==> src/rtl/img_rsz_pxl_capturer_if.sv <==
// Pixel stream bundle for img_rsz_pxl_capturer.
//   Upstream side : PxlData/PxlX/PxlY with PxlVld/PxlRdy handshake.
//   Downstream    : PxlData_d1/PxlX_d1/PxlY_d1 with PxlVld_d1/PxlRdy_d1.
//   master : the environment (drives input pixels, downstream ready).
//   slave  : the capturer (accepts input pixels, drives buffered pixels).
interface img_rsz_pxl_capturer_if #(
   parameter int IMG_W_IDX_W = 10,
   parameter int IMG_H_IDX_W = 10,
   parameter int COLOR_W     = 8,
   parameter int COLOR_NUM   = 3
);
   logic [COLOR_NUM*COLOR_W-1:0] PxlData, PxlData_d1;
   logic [IMG_W_IDX_W-1:0]       PxlX, PxlX_d1;
   logic [IMG_H_IDX_W-1:0]       PxlY, PxlY_d1;
   logic                         PxlVld, PxlRdy, PxlVld_d1, PxlRdy_d1;

   modport master (
      output PxlData, PxlX, PxlY, PxlVld, PxlRdy_d1,
      input  PxlRdy, PxlData_d1, PxlX_d1, PxlY_d1, PxlVld_d1
   );
   modport slave (
      input  PxlData, PxlX, PxlY, PxlVld, PxlRdy_d1,
      output PxlRdy, PxlData_d1, PxlX_d1, PxlY_d1, PxlVld_d1
   );
endinterface

==> src/rtl/img_rsz_pxl_capturer.sv <==
// Captures one source frame for the resizer: buffers pixels in a FWFT skid
// FIFO, latches the frame size, derives block sizes (size / resized size)
// with a serial restoring divider, tracks expected pixel coordinates and
// counts forwarded resized pixels to detect end of the resized frame.
// Ports:
//   Clk, Reset        : clock, synchronous active-high reset
//   pxl               : pixel stream bundle (slave side)
//   ImgWidth/Height   : source size, sampled with the first pixel
//   FwdRszEn          : one resized pixel forwarded this cycle
//   ProcImgWidth/Height, BlkSzHor/Ver, BlkSzVld : latched size, block size
//   IsFstPxl, PxlCap, CoordErr, RszImgComp      : per-cycle status pulses
module img_rsz_pxl_capturer #(
   parameter int IMG_W_IDX_W = 10,
   parameter int IMG_H_IDX_W = 10,
   parameter int COLOR_W     = 8,
   parameter int COLOR_NUM   = 3,
   parameter int BUF_DEPTH   = 4,
   parameter int RSZ_W       = 32,
   parameter int RSZ_H       = 32,
   parameter bit FWD_SER     = 1'b1
) (
   input  logic                   Clk,
   input  logic                   Reset,
   img_rsz_pxl_capturer_if.slave  pxl,
   input  logic [IMG_W_IDX_W-1:0] ImgWidth,
   input  logic [IMG_H_IDX_W-1:0] ImgHeight,
   input  logic                   FwdRszEn,
   output logic [IMG_W_IDX_W-1:0] ProcImgWidth,
   output logic [IMG_H_IDX_W-1:0] ProcImgHeight,
   output logic [IMG_W_IDX_W-1:0] BlkSzHor,
   output logic [IMG_H_IDX_W-1:0] BlkSzVer,
   output logic                   BlkSzVld,
   output logic                   IsFstPxl,
   output logic                   PxlCap,
   output logic                   CoordErr,
   output logic                   RszImgComp
);
   localparam int DIV_CYC = (IMG_W_IDX_W > IMG_H_IDX_W) ? IMG_W_IDX_W : IMG_H_IDX_W;
   localparam int DCW     = $clog2(DIV_CYC + 1);
   // remainder/trial width wide enough to compare against any 32-bit divisor
   localparam int CW      = (DIV_CYC + 1 > 33) ? DIV_CYC + 1 : 33;
   localparam int PW      = (BUF_DEPTH > 1) ? $clog2(BUF_DEPTH) : 1;
   localparam int FW      = $clog2(BUF_DEPTH + 1);
   localparam int ENT_W   = COLOR_NUM*COLOR_W + IMG_W_IDX_W + IMG_H_IDX_W;

   typedef enum logic [1:0] {IDLE, DIV, CAPT, DRAIN} state_t;
   state_t state;

   // ---------------- skid FIFO (first-word fall-through) ----------------
   logic [ENT_W-1:0] mem [BUF_DEPTH];
   logic [PW-1:0]    wr_ptr, rd_ptr;
   logic [FW-1:0]    fill;
   logic             full, empty, push, pop;

   assign full  = (fill == FW'(BUF_DEPTH));
   assign empty = (fill == '0);
   assign pxl.PxlRdy    = ~Reset & ~full & ((state == IDLE) | (state == CAPT));
   assign pxl.PxlVld_d1 = ~Reset & ~empty;
   assign push = pxl.PxlVld & pxl.PxlRdy;
   assign pop  = pxl.PxlVld_d1 & pxl.PxlRdy_d1;
   assign {pxl.PxlData_d1, pxl.PxlX_d1, pxl.PxlY_d1} = mem[rd_ptr];

   always_ff @(posedge Clk)
      if (push) mem[wr_ptr] <= {pxl.PxlData, pxl.PxlX, pxl.PxlY};

   always_ff @(posedge Clk) begin
      if (Reset) begin
         wr_ptr <= '0;
         rd_ptr <= '0;
         fill   <= '0;
      end else begin
         if (push) wr_ptr <= (wr_ptr == PW'(BUF_DEPTH-1)) ? '0 : wr_ptr + 1'b1;
         if (pop)  rd_ptr <= (rd_ptr == PW'(BUF_DEPTH-1)) ? '0 : rd_ptr + 1'b1;
         case ({push, pop})
            2'b10:   fill <= fill + 1'b1;
            2'b01:   fill <= fill - 1'b1;
            default: ;
         endcase
      end
   end

   // ---------------- coordinate tracking ----------------
   logic [IMG_W_IDX_W-1:0] cnt_x, w_max, w_clamp;
   logic [IMG_H_IDX_W-1:0] cnt_y, h_max, h_clamp;
   logic                   blk_vld, last_pxl, in_frame, fwd;

   assign w_clamp  = (ImgWidth  == '0) ? IMG_W_IDX_W'(1) : ImgWidth;
   assign h_clamp  = (ImgHeight == '0) ? IMG_H_IDX_W'(1) : ImgHeight;
   // ProcImg* is never 0 (clamped on capture, all-ones after reset)
   assign w_max    = ProcImgWidth  - 1'b1;
   assign h_max    = ProcImgHeight - 1'b1;
   assign last_pxl = (cnt_x == w_max) & (cnt_y == h_max);

   // counters sit at (0,0) in IDLE, so the first pixel is checked too
   assign IsFstPxl = push & (state == IDLE);
   assign PxlCap   = push;
   assign CoordErr = push & ((pxl.PxlX != cnt_x) | (pxl.PxlY != cnt_y));
   assign BlkSzVld = ~Reset & blk_vld;

   assign in_frame = (state == CAPT) | (state == DRAIN);
   assign fwd      = ~Reset & FwdRszEn & in_frame;

   // ---------------- resized-frame completion ----------------
   generate
      if (FWD_SER) begin : g_ser
         localparam int RXW = (RSZ_W > 1) ? $clog2(RSZ_W) : 1;
         localparam int RYW = (RSZ_H > 1) ? $clog2(RSZ_H) : 1;
         logic [RXW-1:0] rx;
         logic [RYW-1:0] ry;
         logic           rx_end;
         assign rx_end     = (rx == RXW'(RSZ_W-1));
         assign RszImgComp = fwd & rx_end & (ry == RYW'(RSZ_H-1));
         always_ff @(posedge Clk) begin
            if (Reset | RszImgComp) begin
               rx <= '0;
               ry <= '0;
            end else if (fwd) begin
               rx <= rx_end ? '0 : rx + 1'b1;
               if (rx_end) ry <= ry + 1'b1;
            end
         end
      end else begin : g_par
         assign RszImgComp = fwd;
      end
   endgenerate

   // ---------------- serial restoring divider ----------------
   // q* start as the dividend and shift out MSB-first while quotient bits
   // shift in at the LSB, so after DIV_CYC steps they hold the quotient.
   logic [DIV_CYC-1:0] qh, qv, qh_nxt, qv_nxt;
   logic [CW-1:0]      rh, rv, rh_nxt, rv_nxt, th, tv;
   logic [DCW-1:0]     div_cnt;

   always_comb begin
      th     = {rh[CW-2:0], qh[DIV_CYC-1]};
      tv     = {rv[CW-2:0], qv[DIV_CYC-1]};
      rh_nxt = th;
      rv_nxt = tv;
      qh_nxt = {qh[DIV_CYC-2:0], 1'b0};
      qv_nxt = {qv[DIV_CYC-2:0], 1'b0};
      if (th >= CW'(RSZ_W)) begin
         rh_nxt    = th - CW'(RSZ_W);
         qh_nxt[0] = 1'b1;
      end
      if (tv >= CW'(RSZ_H)) begin
         rv_nxt    = tv - CW'(RSZ_H);
         qv_nxt[0] = 1'b1;
      end
   end

   // ---------------- control FSM ----------------
   always_ff @(posedge Clk) begin
      if (Reset) begin
         state         <= IDLE;
         ProcImgWidth  <= '1;
         ProcImgHeight <= '1;
         BlkSzHor      <= '0;
         BlkSzVer      <= '0;
         blk_vld       <= 1'b0;
         cnt_x         <= '0;
         cnt_y         <= '0;
         div_cnt       <= '0;
         qh            <= '0;
         qv            <= '0;
         rh            <= '0;
         rv            <= '0;
      end else if (RszImgComp) begin
         // only reachable in CAPT/DRAIN; wins over a coincident last pixel
         state   <= IDLE;
         blk_vld <= 1'b0;
         cnt_x   <= '0;
         cnt_y   <= '0;
      end else begin
         case (state)
            IDLE: if (push) begin
               ProcImgWidth  <= w_clamp;
               ProcImgHeight <= h_clamp;
               cnt_x   <= (w_clamp == IMG_W_IDX_W'(1)) ? '0 : IMG_W_IDX_W'(1);
               cnt_y   <= (w_clamp == IMG_W_IDX_W'(1)) ? IMG_H_IDX_W'(1) : '0;
               qh      <= DIV_CYC'(w_clamp);
               qv      <= DIV_CYC'(h_clamp);
               rh      <= '0;
               rv      <= '0;
               div_cnt <= '0;
               state   <= DIV;
            end
            DIV: begin
               qh      <= qh_nxt;
               qv      <= qv_nxt;
               rh      <= rh_nxt;
               rv      <= rv_nxt;
               div_cnt <= div_cnt + 1'b1;
               if (div_cnt == DCW'(DIV_CYC-1)) begin
                  BlkSzHor <= (qh_nxt == '0) ? IMG_W_IDX_W'(1) : IMG_W_IDX_W'(qh_nxt);
                  BlkSzVer <= (qv_nxt == '0) ? IMG_H_IDX_W'(1) : IMG_H_IDX_W'(qv_nxt);
                  blk_vld  <= 1'b1;
                  state    <= ((ProcImgWidth == IMG_W_IDX_W'(1)) &&
                               (ProcImgHeight == IMG_H_IDX_W'(1))) ? DRAIN : CAPT;
               end
            end
            CAPT: if (push) begin
               if (cnt_x == w_max) begin
                  cnt_x <= '0;
                  cnt_y <= cnt_y + 1'b1;
               end else begin
                  cnt_x <= cnt_x + 1'b1;
               end
               if (last_pxl) state <= DRAIN;
            end
            default: ;
         endcase
      end
   end
endmodule
==> src/flat_wrapper.sv <==
// flat-port wrapper written by rule: the top's interface ports become plain ports
module img_rsz_pxl_capturer_flat 
#(
   parameter int IMG_W_IDX_W = 10,
   parameter int IMG_H_IDX_W = 10,
   parameter int COLOR_W     = 8,
   parameter int COLOR_NUM   = 3,
   parameter int BUF_DEPTH   = 4,
   parameter int RSZ_W       = 32,
   parameter int RSZ_H       = 32,
   parameter bit FWD_SER     = 1'b1
)
  (Clk, Reset, ImgWidth, ImgHeight, FwdRszEn, ProcImgWidth, ProcImgHeight, BlkSzHor, BlkSzVer, BlkSzVld, IsFstPxl, PxlCap, CoordErr, RszImgComp, pxl_PxlData, pxl_PxlX, pxl_PxlY, pxl_PxlVld, pxl_PxlRdy_d1, pxl_PxlRdy, pxl_PxlData_d1, pxl_PxlX_d1, pxl_PxlY_d1, pxl_PxlVld_d1);
  img_rsz_pxl_capturer_if #(.IMG_W_IDX_W(IMG_W_IDX_W), .IMG_H_IDX_W(IMG_H_IDX_W), .COLOR_W(COLOR_W), .COLOR_NUM(COLOR_NUM)) pxl_i ();
  input  logic Clk;
  input  logic Reset;
  input  logic [IMG_W_IDX_W-1:0] ImgWidth;
  input  logic [IMG_H_IDX_W-1:0] ImgHeight;
  input  logic FwdRszEn;
  output logic [IMG_W_IDX_W-1:0] ProcImgWidth;
  output logic [IMG_H_IDX_W-1:0] ProcImgHeight;
  output logic [IMG_W_IDX_W-1:0] BlkSzHor;
  output logic [IMG_H_IDX_W-1:0] BlkSzVer;
  output logic BlkSzVld;
  output logic IsFstPxl;
  output logic PxlCap;
  output logic CoordErr;
  output logic RszImgComp;
  input wire logic [$bits(pxl_i.PxlData)-1:0] pxl_PxlData;
  input wire logic [$bits(pxl_i.PxlX)-1:0] pxl_PxlX;
  input wire logic [$bits(pxl_i.PxlY)-1:0] pxl_PxlY;
  input wire logic [$bits(pxl_i.PxlVld)-1:0] pxl_PxlVld;
  input wire logic [$bits(pxl_i.PxlRdy_d1)-1:0] pxl_PxlRdy_d1;
  output wire logic [$bits(pxl_i.PxlRdy)-1:0] pxl_PxlRdy;
  output wire logic [$bits(pxl_i.PxlData_d1)-1:0] pxl_PxlData_d1;
  output wire logic [$bits(pxl_i.PxlX_d1)-1:0] pxl_PxlX_d1;
  output wire logic [$bits(pxl_i.PxlY_d1)-1:0] pxl_PxlY_d1;
  output wire logic [$bits(pxl_i.PxlVld_d1)-1:0] pxl_PxlVld_d1;
  assign pxl_i.PxlData = pxl_PxlData;
  assign pxl_i.PxlX = pxl_PxlX;
  assign pxl_i.PxlY = pxl_PxlY;
  assign pxl_i.PxlVld = pxl_PxlVld;
  assign pxl_i.PxlRdy_d1 = pxl_PxlRdy_d1;
  assign pxl_PxlRdy = pxl_i.PxlRdy;
  assign pxl_PxlData_d1 = pxl_i.PxlData_d1;
  assign pxl_PxlX_d1 = pxl_i.PxlX_d1;
  assign pxl_PxlY_d1 = pxl_i.PxlY_d1;
  assign pxl_PxlVld_d1 = pxl_i.PxlVld_d1;
  img_rsz_pxl_capturer #(.IMG_W_IDX_W(IMG_W_IDX_W), .IMG_H_IDX_W(IMG_H_IDX_W), .COLOR_W(COLOR_W), .COLOR_NUM(COLOR_NUM), .BUF_DEPTH(BUF_DEPTH), .RSZ_W(RSZ_W), .RSZ_H(RSZ_H), .FWD_SER(FWD_SER)) u_core (.Clk(Clk), .Reset(Reset), .pxl(pxl_i), .ImgWidth(ImgWidth), .ImgHeight(ImgHeight), .FwdRszEn(FwdRszEn), .ProcImgWidth(ProcImgWidth), .ProcImgHeight(ProcImgHeight), .BlkSzHor(BlkSzHor), .BlkSzVer(BlkSzVer), .BlkSzVld(BlkSzVld), .IsFstPxl(IsFstPxl), .PxlCap(PxlCap), .CoordErr(CoordErr), .RszImgComp(RszImgComp));
endmodule
==> config.mk <==
export PLATFORM = sky130hd
export DESIGN_NAME = img_rsz_pxl_capturer_flat
export DESIGN_NICKNAME = d
export VERILOG_FILES = /design/src/rtl/img_rsz_pxl_capturer_if.sv /design/src/rtl/img_rsz_pxl_capturer.sv /design/src/flat_wrapper.sv
export SDC_FILE = /design/constraint.sdc
export NUM_CORES = 1
export LEC_CHECK = 0
export ABC_CLOCK_PERIOD_IN_PS = 9100
export CAP_MARGIN = 20
export CORE_MARGIN = 10
export CORE_UTILIZATION = 61
export CTS_CLUSTER_DIAMETER = 200
export DETAILED_ROUTE_END_ITERATION = 10
export GPL_TIMING_DRIVEN = 0
export PLACE_DENSITY_LB_ADDON = 0.25
export SYNTH_ARGS = -nofsm -noshare
export SYNTH_HDL_FRONTEND = slang
export SYNTH_SLANG_ARGS = --single-unit
==> constraint.sdc <==
create_clock -name Clk -period 9.1 [get_ports Clk]
set_clock_uncertainty 0.05 [all_clocks]
set_input_delay 1.82 -clock Clk [delete_from_list [all_inputs] [get_ports Clk]]
set_output_delay 1.82 -clock Clk [all_outputs]
set_load 0.02 [all_outputs]
* Word level (Yosys, flattened, before mapping) *
Memories as Yosys holds them, arrays and structs flattened. A register that Yosys moved wholly into a read port is not among the register bits.
Index checks and enable logic that the tools add are counted.

cells by class
  $lt $le $gt $ge = 2
  equality and inequality tests = 23
  multiplexer cells = 41
  reduce and logical (&&, ||, !) cells = 20
  add/subtract/negate cells = 13
  bitwise operators = 21

operator list
  cell                   count
  $pmux 32 s2            2
  $mux 10                12
  $mux 32                3
  $pmux 10 s2            4
  $ge 33x6->1 const B    2
  $sub 32x6->32 const B  2
  $logic_not 10->1       4
  $eq 10x1->1 const B    3
  $add 10x1->10 const B  2
  $eq 10x10->1           2
  $ne 10x10->1           2
  $sub 10x1->10 const B  2
  $mux 2                 8
  $and 1x1->1            13
  $reduce_and 3->1       4
  $add 5x1->5 const B    2
  $eq 2x2->1 const B     5
  $eq 5x5->1 const B     2
  $ne 2x1->1 const B     4
  $pmux 4 s2             1
  $mux 1                 7
  $pmux 2 s3             1
  $pmux 3 s2             1
  $reduce_bool 2->1      3
  other kinds (20)       29

word-level totals
  word-level logic and storage cells = 139
  RAM bits = 176
  output and inout port bits = 91
  input bits = 69
  bits in registers = 168
  memories = 1

memory list
  memory      words  width  read ports  clocked after Yosys merged registers in  write ports  RTL line                    text
  u_core.mem  4      44     1           1                                        1            img_rsz_pxl_capturer.sv:50  logic [ENT_W-1:0] mem [BUF_DEPTH];

* Depth between registers and ports, before layout *
Gate-level depths: netlist (run 1).

  depth after elaboration = 7
  mapped depth = 13
  depth with buffers taken out = 10

* Least setup slack after synthesis (run 1) *
OpenSTA, ideal clock, no wires.

  path kind = input to output
  from = input Reset
  to = output CoordErr
  slack = 4.231 ns
  path buffers = 2
  data arrival time = 2.999 ns
  stages on the path = 4
  required time = 7.230 ns
  path through = a2111o_1 -> clkbuf_1 -> clkbuf_1 -> a31oi_1

between the ends
  word-level cells in the longest chain between the ends = 5

ends and longest elaborated chain
  what                      RTL line                    text
  from (decl)               flat_wrapper.sv:16          input logic Reset;
  $not 1->1                 img_rsz_pxl_capturer.sv:57  assign pxl.PxlRdy = ~Reset & ~full & ((state == IDLE) | (state == CAPT));
  $and 1x1->1 (2 in a row)  img_rsz_pxl_capturer.sv:57
  $and 1x1->1               img_rsz_pxl_capturer.sv:59  assign push = pxl.PxlVld & pxl.PxlRdy;
  $and 1x1->1               img_rsz_pxl_capturer.sv:97  assign CoordErr = push & ((pxl.PxlX != cnt_x) | (pxl.PxlY != cnt_y));
  to (decl)                 flat_wrapper.sv:27          output logic CoordErr;

No other way between the ends.

* Worst setup path in the final report (run 1) *
Ends and elaborated chain as after synthesis.

==> results.cfg, run 1 <==
[synthesis]
post_synth_xor_area_fraction_pct = 6.38
share_of_synthesized_cell_area_in_full_adder_half_adder_and_majority_cells_pct = 2.22
simple_gate_portion_of_the_synthesized_area_pct = 14.9
yosys.cell_types.count = 56
yosys.area.top_type = edfxtp_1
ys_async_sr_fraction_pct = 0
synthDominantCellAreaShare_pct = 35.3
post_synth_inst_count = 1297
synth_mux_area_share_pct = 7.97
leading_register_cell_type_out_of_synthesis = edfxtp_1
post_synth_instance_area_mm2 = 0.0150
netlist_top_cells_area = edfxtp_1, dfxtp_1, mux4_2
synth.ff_latch_count = 346
synth-compound-area-share_pct = 7.89
synth_nets = 1392
ys_warn_count = 0
synth-edff-count = 176
synth_top_family_by_area = simple AND/OR/NAND/NOR gates
post_synth.cell_area_avg_um2 = 11.5
synth_seq_area_share_pct = 58.0

[sta]
timing_hold_violations_final = 0
worst-slew-pin-transition_ns = 1.02
slew_headroom_pct = 31.5
finalSetupViolCount = 0
fin_setup_tns_ns = 0
grt_setup_unrepaired = false
layout_worst_path_cycle_share_pct = 68.2
max_freq_ghz = 0.161
postLayoutSetupSlackWorst_ns = 2.89
final_period_minus_worst_setup_slack_ns = 6.21
drv_slew = 0

[floorplan]
die_y_um = 177
core_region_area_mm2 = 0.0242
design.portCount = 160
floorplan_die_area_mm2 = 0.0312
dieWidth_um = 177
row_count = 57
initial_utilization_pct = 61.7

[pwr]
leakage_dissipation_nw = 6.29
design_power_total_mw = 4.39
vdd_drop_max_mv = 0.139
power_density_mw_per_mm2 = 239

[cts]
ctsResizeCount = 0
cts_buffers = 37
clock_latency_ns = 0.52
htreeDepth = 2
clockRootBuffer = clkbuf_16
buffers_inserted_by_post_cts_timing_repair = 0
cts.reportedPaths.clkPinSlew_ns = 0.06
clock-sinks = 346
cts_tree = yes
cts.hold.buffers_added = 0
cts_max_path_buffers = 3

[global_routing]
global_route.overflow_total = 0
antenna_found_initial = 0
track_usage_pct = 24.0
grt_pass1_wl_um = 60300
grt_pass1_vias = 10900
grt_start_max_net_pins = 36

[route]
avgRoutedWirePerCell_um = 20.6
remaining_routing_drc_violations = 0
ant_nets = 0
drt-initial-drc-count = 883
drt_pre_antenna_iters = 5
via_per_inst = 5.95
route.final.wire_length_um = 38100
dr_total_vias = 11000

[placement]
dpl_worst_slack_ns = 2.95
placedInstanceArea_mm2 = 0.0171
placement.io_buffers = 159
post-place-cells = 1784
dpl.hpwl_um = 25500
place_congestion = 0.882

[critical_path]
critical_path_class = primary input to primary output
cpPeakStageDelay_ns = 0.68
worstPathMaxFanout = 10
crit_path_top_delay_cell = clkdlybuf4s50_1
worst_path_cell_chain = clkdlybuf4s50_1, a2111o_1, clkbuf_1, clkbuf_1, a31oi_1, clkdlybuf4s50_1
timing.critical_path.required_ns = 7.23
timing.critical_path.arrival_ns = 4.34
endpoint_kind = primary output
critPathBufInv = 4
timing.critical_path.max_delay_family = buffers and inverters
critPathLaunchType = primary input

[job]
maxCapViolations = 0

[finish]
area_taken_by_flip_flops_and_latches_mm2 = 0.00869
register_with_the_highest_flop_count = u_core.mem
post_route_cells_drive_above_1_share_pct = 7.93
fin_area_mm2 = 0.0183
layout-area-overhead-vs-synth_pct = 22.5
area_used_by_multi_input_combinational_logic_mm2 = 0.00590
layout.cells.non_filler = 1851
n_fill_cell = 1568
final_nets = 1594
reg_top3 = u_core.mem: 176 flops, u_core.rh: 32 flops, u_core.rv: 32 flops
largest_register_ff_count = 176
most_frequent_cells_in_the_layout = nand2_1, edfxtp_1, dfxtp_1, clkdlybuf4s50_1, nor2_1

[hold_path]
hold_path.class = flip-flop to flip-flop

[run_status]
status = finished clean
## synthesized netlist by cell type (16+ instances only)
cell / count
ha_1: 25
mux4_2: 44
or3_1: 17
dfxtp_1: 170
clkbuf_1: 64
o21ai_0: 51
a22o_1: 16
edfxtp_1: 176
nor2_1: 82
nand4_1: 16
a21oi_1: 61
mux2i_1: 19
inv_1: 30
a211oi_1: 22
nor4_1: 29
nand3_1: 49
xor2_1: 52
nand2_1: 176
xnor2_1: 57
nor3_1: 24
## area by class of cell
class	count	share of cell area, %
inverters	30	0.614
multi-input cells	850	32.2
repair buffers	163	9.12
well taps	324	2.21
flip-flops and latches	346	47.4
plain buffers	71	1.51
diodes	1	0.0136
clock inverters	18	1.27
clock buffers	48	5.73
## through the flow
stage	hold WS, ns	util [%]
finish	0.406	75.6
global route	0.429	75.6
CTS	0.408	75.6
detailed placement	0.403	70.3
global placement	0.387	70.0
floorplan	0.376	-
## logic make-up after synthesis
group | count (synthesis)
and+or+nand+nor | 461
DFF | 346
AOI/OAI and AO/OA | 190
xor gates and xnor gates | 109
buffers and inverters | 101
muxes | 64
adders and majority gates | 26
## layer usage
metal	routed length, um	vias to the layer above	GRT usage (%)
met2	18700	406	40.6
met3	2800	60	5.16
met4	805	0	6.58
met1	15800	5397	30.8
li1	-	5146	-
met5	0	-	0
## power breakdown
part	switching, mW	total, mW	internal (mW)
sequential	0.0998	1.85	1.75
combinational	0.555	0.972	0.417
clock	0.604	1.56	0.961
total	1.26	4.39	3.13
## worst register-to-register path, cell delays in order, from the launching register on
cell,delay (ns)
dfxtp_1,0.35
inv_1,0.11
ha_1,0.15
clkbuf_1,0.36
nor2_1,0.13
a2111o_1,0.46
inv_1,0.09
clkbuf_1,0.36
clkbuf_1,0.39
and2_2,0.69
buf_12,0.27
## path summary, 6_finish.rpt
check | from | cells after the start | slack, ns | end
min reg2reg | u_core.BlkSzVer[4] | 2 | 0.41 | u_core.BlkSzVer[4]
min | u_core.BlkSzVer[4] | 2 | 0.41 | u_core.BlkSzVer[4]
max | Reset | 6 | 2.89 | CoordErr
max reg2reg | u_core.state[0] | 10 | 5.39 | u_core.mem[2][32]
(Power assumes the default switching activity.)
==> run 2, diff against run 1 <==
- ABC_CLOCK_PERIOD_IN_PS: 9100 -> 5600
- CORE_UTILIZATION: 61 -> 51
- clock period: 9.1 -> 5.6 ns (I/O delays scaled with it)
==> results.cfg, run 2 (synthesis results as in run 1) <==
[cts]
ctsResizeCount = 0
clock-sinks = 346
clockRootBuffer = clkbuf_16
buffers_inserted_by_post_cts_timing_repair = 0
clock_latency_ns = 0.51
cts_buffers = 37
cts.hold.buffers_added = 0
htreeDepth = 2
cts_tree = yes
cts_max_path_buffers = 3
cts.reportedPaths.clkPinSlew_ns = 0.06

[critical_path]
timing.critical_path.arrival_ns = 3.64
cpPeakStageDelay_ns = 0.68
worst_path_cell_chain = inv_1, ha_1, clkbuf_1, nor2_1, a2111o_1, clkbuf_1, clkbuf_1, a31oi_1, clkdlybuf4s50_1
critical_path_class = flip-flop to primary output
crit_path_top_delay_cell = clkdlybuf4s50_1
endpoint_kind = primary output
worstPathMaxFanout = 10
critPathLaunchType = flip-flop
timing.critical_path.mode_cell = clkbuf_1
timing.critical_path.required_ns = 4.43
timing.critical_path.max_delay_family = buffers and inverters
critPathBufInv = 5

[floorplan]
floorplan_die_area_mm2 = 0.0366
die_y_um = 191
initial_utilization_pct = 51.9
dieWidth_um = 191
design.portCount = 160
row_count = 62
core_region_area_mm2 = 0.0289

[placement]
placement.io_buffers = 159
dpl_worst_slack_ns = 0.809
dpl.hpwl_um = 25000
post-place-cells = 1844
place_congestion = 0.835

[sta]
drv_slew = 0
final_period_minus_worst_setup_slack_ns = 4.81
max_freq_ghz = 0.208
worst-slew-pin-transition_ns = 1.06
slew_headroom_pct = 28.8
layout_worst_path_cycle_share_pct = 85.9
fin_setup_tns_ns = 0
grt_setup_unrepaired = false
timing_hold_violations_final = 0
postLayoutSetupSlackWorst_ns = 0.789
finalSetupViolCount = 0

[pwr]
power_density_mw_per_mm2 = 372
leakage_dissipation_nw = 6.18
power.switching_fraction_pct = 29.2
p_clk_share_pct = 32.8
vdd_drop_max_mv = 0.194
cell_internal_pwr_mw = 4.80
power.sequential.fraction_pct = 44.3
p_comb_share_pct = 23.0
net-switching-power_mw = 1.98

[route]
dr_total_vias = 10700
avgRoutedWirePerCell_um = 18.7
drt-initial-drc-count = 688
via_per_inst = 5.61
drt_pre_antenna_iters = 5
ant_nets = 0
route.final.wire_length_um = 35600
remaining_routing_drc_violations = 0

[hold_path]
hold_path.class = flip-flop to flip-flop

[finish]
final_nets = 1594
layout-area-overhead-vs-synth_pct = 21.7
largest_register_ff_count = 176
most_frequent_cells_in_the_layout = nand2_1, edfxtp_1, dfxtp_1, clkdlybuf4s50_1, nor2_1
register_with_the_highest_flop_count = u_core.mem
post_route_cells_drive_above_1_share_pct = 6.96
reg_top3 = u_core.mem: 176 flops, u_core.rh: 32 flops, u_core.rv: 32 flops
layout.cells.non_filler = 1909

[run_status]
status = finished clean

[global_routing]
grt_pass1_vias = 10500
global_route.overflow_total = 0
grt_start_max_net_pins = 34
track_usage_pct = 19.2
antenna_found_initial = 0
grt_pass1_wl_um = 56900

[job]
maxCapViolations = 0
run 2: power groups by stage:
stage                     clock network [mW]  registers [mW]  logic [mW]
final                                   2.22            3.00        1.56
after global routing                    2.37            3.02        1.69
after CTS                               2.27            3.00        1.58
after detailed placement                   0            3.05        1.57
after global placement                     0            3.05        1.54
after floorplan                            0            3.05       0.924
run 2: worst paths after layout:
check                           slack [ns]            endpoint  depth (start not counted)          startpoint
worst max register to register        1.85       u_core.rh[11]                         12     u_core.state[0]
worst max-delay path                  0.79            CoordErr                          9     u_core.state[0]
worst min register to register        0.41  u_core.BlkSzHor[3]                          2  u_core.BlkSzHor[3]
worst min-delay path                  0.41  u_core.BlkSzHor[3]                          2  u_core.BlkSzHor[3]
run 2: cell type report:
class	count	area, um^2
inverter	30	113
sequential	346	8690
clock inverter	10	62.6
clock buffer	54	1030
antenna	1	2.50
tap	384	480
multi-input combinational	850	5900
buffer	71	277
timing repair buffer	163	1670
fill	2348	10600
run 2: stage by stage:
step	utilization (%)	power, mW	hold slack (ns)	instance area, um^2
2_1_floorplan	-	3.97	0.376	15000
3_3_place_gp	59.0	4.58	0.385	17000
3_5_place_dp	59.3	4.62	0.399	17100
4_1_cts	63.1	6.85	0.413	18200
5_1_grt	63.1	7.08	0.429	18200
6_report	63.1	6.78	0.410	18200
run 2: layer usage:
metal	GRT usage, %	wire length [um]	vias up
met4	4.36	554	0
met5	0	0	-
li1	-	-	5147
met3	4.21	2500	39
met2	31.0	16500	314
met1	26.1	16100	5205
run 2: worst min-delay path: cells and delay by family (launching register included):
kind	cells	cell delay, ns
AOI/OAI and AO/OA	1	0.05
DFF	1	0.31
and+or+nand+nor	1	0.05
==> run 3, diff against run 2 <==
==> constraint.sdc (replaced) <==
create_clock -name Clk -period 5.6 [get_ports Clk]
set_clock_uncertainty 0.05 [all_clocks]
set_input_delay 0.56 -clock Clk [delete_from_list [all_inputs] [get_ports Clk]]
set_output_delay 0.56 -clock Clk [all_outputs]
set_load 0.02 [all_outputs]
==> results of run 3 <==
The final DEF is identical to that of run 2. Status: finished clean.
Main changes from that run: setup slack after placement 0.809 ns -> 1.63 ns; setup slack after layout 0.789 ns -> 1.35 ns
